==> config.mk <==
export PLATFORM = sky130hd
export DESIGN_NAME = game_ctrl
export DESIGN_NICKNAME = d
export VERILOG_FILES = /design/src/rtl/game_ctrl.sv
export SDC_FILE = /design/constraint.sdc
export NUM_CORES = 1
export LEC_CHECK = 0
export ABC_AREA = 0
export BUFFER_PORTS_ARGS = -buffer_cell sky130_fd_sc_hd__buf_2
export CORE_ASPECT_RATIO = 1.5
export CORE_MARGIN = 8
export CORE_UTILIZATION = 56
export DETAILED_ROUTE_END_ITERATION = 8
export PLACE_DENSITY = 0.8
export SLEW_MARGIN = 15
export SYNTH_ARGS = -nofsm -noshare
export SYNTH_HDL_FRONTEND = slang
export SYNTH_SLANG_ARGS = --single-unit
export TNS_END_PERCENT = 1
==> constraint.sdc <==
create_clock -name clk -period 2.9 [get_ports clk]
set_input_delay 0.145 -clock clk [delete_from_list [all_inputs] [get_ports clk]]
set_output_delay 0.145 -clock clk [all_outputs]
set_load 0.1 [all_outputs]
==> src/rtl/game_ctrl.sv <==
// rtl/game_ctrl.sv - four-digit code entry game controller with timed target hint
module game_ctrl #(
   parameter int HINT_CYCLES = 100000000
) (
   input  logic        clk,
   input  logic        rst,
   input  logic        start_pulse,
   input  logic        hint_pulse,
   input  logic        key_valid,
   input  logic [3:0]  key_val,
   input  logic [15:0] target,
   output logic [1:0]  state,
   output logic        show_target,
   output logic        hint_active,
   output logic [15:0] entry,
   output logic [2:0]  entry_cnt,
   output logic [3:0]  err_cnt,
   output logic        pass
);

   localparam int TW = $clog2(HINT_CYCLES + 1);
   localparam logic [TW-1:0] HINT_LOAD = TW'(HINT_CYCLES);

   typedef enum logic [1:0] {S_INIT, S_SHOW, S_GAME, S_FINISH} state_t;

   state_t        st_q, st_n;
   logic [TW-1:0] timer_q, timer_n;
   logic [15:0]   entry_n;
   logic [2:0]    cnt_n;
   logic [3:0]    err_n;
   logic          key_ok;
   logic [15:0]   shifted;

   assign state   = st_q;
   assign key_ok  = key_valid && (key_val <= 4'd9);
   assign shifted = {entry[11:0], key_val};

   always_comb begin
      st_n    = st_q;
      timer_n = '0;
      entry_n = entry;
      cnt_n   = entry_cnt;
      err_n   = err_cnt;
      case (st_q)
         S_INIT: begin
            if (start_pulse) begin
               st_n    = S_SHOW;
               entry_n = '0;
               cnt_n   = '0;
               err_n   = '0;
            end
         end
         S_SHOW: begin
            if (start_pulse) st_n = S_GAME;
         end
         S_GAME: begin
            // A hint request reloads rather than extends a running hint
            if (hint_pulse)
               timer_n = HINT_LOAD;
            else if (timer_q != '0)
               timer_n = timer_q - TW'(1);
            if (key_ok) begin
               if (entry_cnt != 3'd3) begin
                  entry_n = shifted;
                  cnt_n   = entry_cnt + 3'd1;
               end else if (shifted == target) begin
                  st_n    = S_FINISH;
                  entry_n = shifted;
               end else begin
                  entry_n = '0;
                  cnt_n   = '0;
                  err_n   = (err_cnt == 4'd15) ? err_cnt : err_cnt + 4'd1;
               end
            end
            if (st_n != S_GAME) timer_n = '0;
         end
         S_FINISH: begin
            if (start_pulse) begin
               st_n    = S_INIT;
               entry_n = '0;
               cnt_n   = '0;
               err_n   = '0;
            end
         end
         default: st_n = S_INIT;
      endcase
   end

   // Display flags are registered from next-state values so they never glitch
   always_ff @(posedge clk or negedge rst) begin
      if (!rst) begin
         st_q        <= S_INIT;
         timer_q     <= '0;
         entry       <= '0;
         entry_cnt   <= '0;
         err_cnt     <= '0;
         pass        <= 1'b0;
         hint_active <= 1'b0;
         show_target <= 1'b0;
      end else begin
         st_q        <= st_n;
         timer_q     <= timer_n;
         entry       <= entry_n;
         entry_cnt   <= cnt_n;
         err_cnt     <= err_n;
         pass        <= (st_n == S_FINISH);
         hint_active <= (timer_n != '0);
         show_target <= (st_n == S_SHOW) || (timer_n != '0);
      end
   end

endmodule

[Word level (Yosys, flattened, before mapping)]
Index checks and enable logic that the tools add are counted.
Cells by class
  add/subtract/negate cells: 3
  magnitude comparators: 1
  equal/unequal tests: 15
  muxes and demuxes: 28
  reductions and logical operators: 10
Operators with widths (count)
  two-way mux 27 bit: 4
  two-way mux 16 bit: 4
  nonzero test 27 bit: 2
  case mux 16 bit (2 select lines): 1
  subtractor 27 x 1 -> 27 bit, second input constant: 1
  two-way mux 4 bit: 5
  equality test 16 bit: 1
  two-way mux 2 bit: 7
  two-way mux 3 bit: 4
  != test 2 bit, second input constant: 5
  case mux 2 bit (4 select lines): 1
  case mux 4 bit (2 select lines): 1
  equality test 2 bit, second input constant: 3
  case mux 3 bit (2 select lines): 1
  AND reduction 6 bit: 1
  adder 4 x 1 -> 4 bit, second input constant: 1
  equality test 2 x 1 -> 1 bit, second input constant: 2
  equality test 4 bit, second input constant: 1
  <= comparator 4 bit, second input constant: 1
  AND reduction 4 bit: 1
  adder 3 x 1 -> 3 bit, second input constant: 1
  != test 3 x 2 -> 1 bit, second input constant: 1
  != test 3 bit, second input constant: 1
  AND reduction 3 bit: 1
  other kinds (6): 6
Word-level totals
  bits in registers: 55
  bits of input ports: 25
  output and inout port bits: 28
  logic and storage cells: 65

[Depth between registers and ports, before layout]
  word-level depth: 10
  depth in mapped cells: 9
  gate-level depth less buffers: 9

[Worst setup path after synthesis]
No wires, ideal clock.
  path kind: register to register
  start point: register st_q[0] (netlist: state[0])
  end point: register err_cnt[2]
  library setup time: 122 ps
  arrival time: 2528 ps
  data required time: 2778 ps
  setup slack: 250 ps
  stages on the path, launching flop included: 9
  buffers on the path: 2
  clock period less this slack: 2650 ps
  path through: dfrtp_1 > inv_1 > ha_1 > clkbuf_1 > mux2i_1 > or2_1 > buf_2 > o21ai_1 > a22o_1
Between the ends
  cells in the longest elaborated chain, start to end: 4
  elaborated cells on any way between the ends: 12
Ends and longest elaborated chain
  from (decl): RTL line 26  | state_t st_q, st_n;
  from (signal assigned): RTL line 101  | st_q <= st_n;
  equality test 2 bit or zero test 2 bit (tied branches): RTL line 44  | case (st_q)
  OR reduction 2 bit (no line)
  != test 2 x 1 -> 1 bit (no line) or nonzero test 2 bit (tied branches)
  AND reduction 6 bit (no line)
  to (signal assigned): RTL line 105  | err_cnt <= err_n;
  to (decl): RTL line 17  | output logic [3:0] err_cnt,
Parallel ways exist; a longest one is shown, timed or not.
A chain may end at the register's enable or synchronous reset.

[Worst setup path after layout]
  start point: register timer_q[0]
  end point: register hint_active
Between the ends
  cells in the longest elaborated chain, start to end: 6
  elaborated cells on any way between the ends: 7
Ends and longest elaborated chain
  from (decl): RTL line 27  | logic [TW-1:0] timer_q, timer_n;
  from (signal assigned): RTL line 102  | timer_q <= timer_n;
  subtractor 27 x 1 -> 27 bit or nonzero test 27 bit (tied branches): RTL line 61, 60
  two-way mux 27 bit (*): RTL line 60  | else if (timer_q != '0)
  two-way mux 27 bit (*): RTL line 58  | if (hint_pulse)
  two-way mux 27 bit (*): RTL line 75  | if (st_n != S_GAME) timer_n = '0;
  two-way mux 27 bit (*): RTL line 44
  nonzero test 27 bit (*): RTL line 107  | hint_active <= (timer_n != '0);
  to (signal assigned): RTL line 107
  to (decl): RTL line 14  | output logic hint_active,
Mark *: on every way between the ends. The rest lies on a longest branch, timed or not.

==> results.json <==
{
  "finalNonFillerCells": 444,
  "grt_start_max_net_pins": 37,
  "worst_slack_ns": 0.235,
  "tightest_slew_ns": 1.11,
  "p_leak_nw": 1.89,
  "finalHoldViolCount": 0,
  "mappedNetlistArea_sq_um": 3140,
  "clk_latency_ns": 0.30,
  "max_slew_margin_pct": 25.3,
  "dr.pass1.iters": 4,
  "num_rows": 33,
  "timing.final.crit_share_pct": 91.9,
  "grt_pass1_vias": 2758,
  "avgSynthCellArea_sq_um": 9.79,
  "wirelength_um": 7320,
  "maxCapViolCount": 0,
  "syn-num-nets": 354,
  "n_antenna_cell": 0,
  "grt_pass1_wl_um": 12900,
  "start_kind": "register",
  "rsz0062_at_grt": "false",
  "crit_chain": "inv_1, ha_1, nor4b_4, nand3_1, or4_4, nor2_4, xor2_2, o41ai_1, a21oi_1",
  "synth-edff-count": 0,
  "cts_max_level": 2,
  "cp_max_fo": 5,
  "place_congestion": 0.900,
  "initial_utilization_pct": 57.7,
  "post-route-util_pct": 65.3,
  "die_h_um": 108,
  "yosys_warnings": 0,
  "wl_per_cell_um": 16.5,
  "vias": 2588,
  "crit_type": "reg2reg",
  "post_cts_buffers": 0,
  "fin_crit_ns": 2.66,
  "preCtsSetupSlack_ns": 0.227,
  "coreArea_sq_um": 5450,
  "crit_cells": 9,
  "cp.arrival_ns": 2.83,
  "tritoncts": "built",
  "whs_path_depth": 2,
  "cts_inserted_buffers": 5,
  "clockRootBuffer": "clkbuf_8",
  "drc": 0,
  "cpMaxStageDelayCell": "or4_4",
  "synth_largest_area_cell": "dfrtp_1",
  "drtIter0Drc": 180,
  "place_inst": 435,
  "synthCells": 321,
  "path_delay_family": "simple AND/OR/NAND/NOR gates",
  "drt-vias-per-instance": 5.83,
  "die_area_sq_um": 8320,
  "ios": 53,
  "route.antenna.remaining_nets": 0,
  "fin_setup_tns_ns": 0,
  "fillers": 478,
  "synthFlopType": "dfrtp_1",
  "fin_nets": 406,
  "yosysSeqAreaShare_pct": 43.8,
  "grtUsageTotal_pct": 18.7,
  "hold_class": "in2reg",
  "cp_num_buf_inv": 1,
  "setup_viol": 0,
  "antenna_found_initial": 0,
  "outcome": "finished clean",
  "power.total_mw": 3.64,
  "hpwl_um": 5650,
  "synth_top_cells_by_area": "dfrtp_1, xor2_1, a22o_1, nor2_1, a21oi_1",
  "port_buffers": 52,
  "cp_data_required_time_ns": 3.06,
  "r2r_cells": 9,
  "fin_skew_ns": 0.00931,
  "power_density_nw_per_um2": 1020,
  "path_clk_slew_ns": 0.10,
  "ir_worst_vdd_mv": 1.17,
  "drive_above_1_share_pct": 21.7,
  "area_growth_pct": 13.2,
  "endpoint_kind": "register",
  "synth-seq-cells": 55,
  "grt_overflow": 0,
  "slew_viol_final": 0,
  "fmax_mhz": 375,
  "synthArstFlopShare_pct": 100,
  "die_w_um": 77.2,
  "cts_buffer_depth": 2,
  "yosysUniqueCellTypes": 53,
  "critPathMaxStageDelay_ns": 0.50,
  "synth.top_cell.area_share_pct": 43.8,
  "numClockSinks": 55
}
layout make-up:
class,count,area (sq um),area share (%)
timing repair buffer,56,293,8.23
multi-input combinational,241,1660,46.6
clock inverter,2,16.3,0.457
sequential,55,1380,38.7
tap,70,87.6,2.46
clock buffer,6,72.6,2.04
inverter,14,52.6,1.48
cell families after synthesis:
family / Yosys count / share of synthesized area, %
adders and majority gates: 8 / 3.18
DFF: 55 / 43.8
and+or+nand+nor: 128 / 23.4
buffers and inverters: 25 / 3.42
muxes: 2 / 0.637
AOI/OAI and AO/OA: 67 / 15.2
xor gates and xnor gates: 36 / 10.3
power breakdown:
part / internal (mW) / switching (mW) / total (mW) / leakage, nW
Sequential: 0.918 / 0.163 / 1.08 / 0.752
Clock: 0.174 / 0.247 / 0.421 / 0.0418
Combinational: 0.483 / 1.65 / 2.13 / 1.09
Total: 1.57 / 2.06 / 3.64 / 1.89
routing by layer:
layer,GRT usage [%],up-vias,routed length (um)
met5,0,-,0
met4,8.13,0,212
met3,2.68,20,159
met2,34.5,61,4020
met1,20.5,1252,2930
li1,-,1255,-
sequential cells by signal, summed over array words and instances (netlist names):
name	flops
hint_active	1
entry	16
err_cnt	4
show_target	1
pass	1
entry_cnt	3
timer_q	27
state	2
placed cells by master (no fill, tap or decap), types with 3 or more instances in the layout:
cell type / synthesis / final
a21oi_1: 20 / 20
a22o_1: 19 / 19
and2_1: 3 / 3
buf_2: 5 / 52
buf_4: 0 / 3
clkbuf_8: 0 / 5
dfrtp_1: 55 / 55
ha_1: 8 / 8
inv_1: 13 / 13
nand2_1: 19 / 19
nand2b_1: 6 / 6
nand3_1: 8 / 8
nand4_1: 8 / 8
nor2_1: 40 / 40
nor3_1: 7 / 7
nor3_2: 3 / 3
nor4_1: 11 / 11
o21ai_0: 7 / 7
o21ai_1: 5 / 5
o21bai_1: 3 / 3
or3_1: 5 / 5
xnor2_1: 9 / 9
xor2_1: 26 / 26
cells in the mapped netlist (2+ instances only):
master     n
a22o_1    19
nand4_1    8
or4_4      2
nor2_1    40
nor4_1    11
o21bai_1   3
or3_1      5
nand3_1    8
clkbuf_1   5
a21oi_1   20
inv_1     13
xor2_1    26
nand2b_1   6
buf_2      5
nor3_2     3
mux2i_1    2
nor3_1     7
and2_1     3
a31oi_1    2
dfrtp_1   55
o21ai_1    5
nor4b_1    2
xnor2_1    9
o21ai_0    7
o41ai_1    2
ha_1       8
nand2_1   19
through the flow:
| stage | instance area [sq um] | hold WS [ns] |
|---|---|---|
| final | 3560 | 0.0997 |
| after global routing | 3560 | 0.0962 |
| after CTS | 3560 | 0.0893 |
| after detailed placement | 3460 | 0.113 |
| after global placement | 3460 | 0.108 |
| after floorplan | 3140 | -0.151 |
worst paths after layout:
| path | startpoint | endpoint | slack [ns] |
|---|---|---|---|
| min in group asynchronous | rst | entry[14]$_DFFE_PN0P_ | 0.31 |
| max | timer_q[0]$_DFF_PN0_ | hint_active$_DFF_PN0_ | 0.24 |
| min | key_val[3] | entry[3]$_DFFE_PN0P_ | 0.1 |
| min reg2reg | timer_q[0]$_DFF_PN0_ | timer_q[0]$_DFF_PN0_ | 0.50 |
| max in group asynchronous | rst | timer_q[21]$_DFF_PN0_ | 1.75 |
| max reg2reg | timer_q[0]$_DFF_PN0_ | hint_active$_DFF_PN0_ | 0.24 |
what timing repair did:
item / CTS / global route
hold buffers: 1 / 0
endpoints found under the hold margin: 19 / 0
resized for setup: 0 / 0
(Power assumes the default switching activity.)
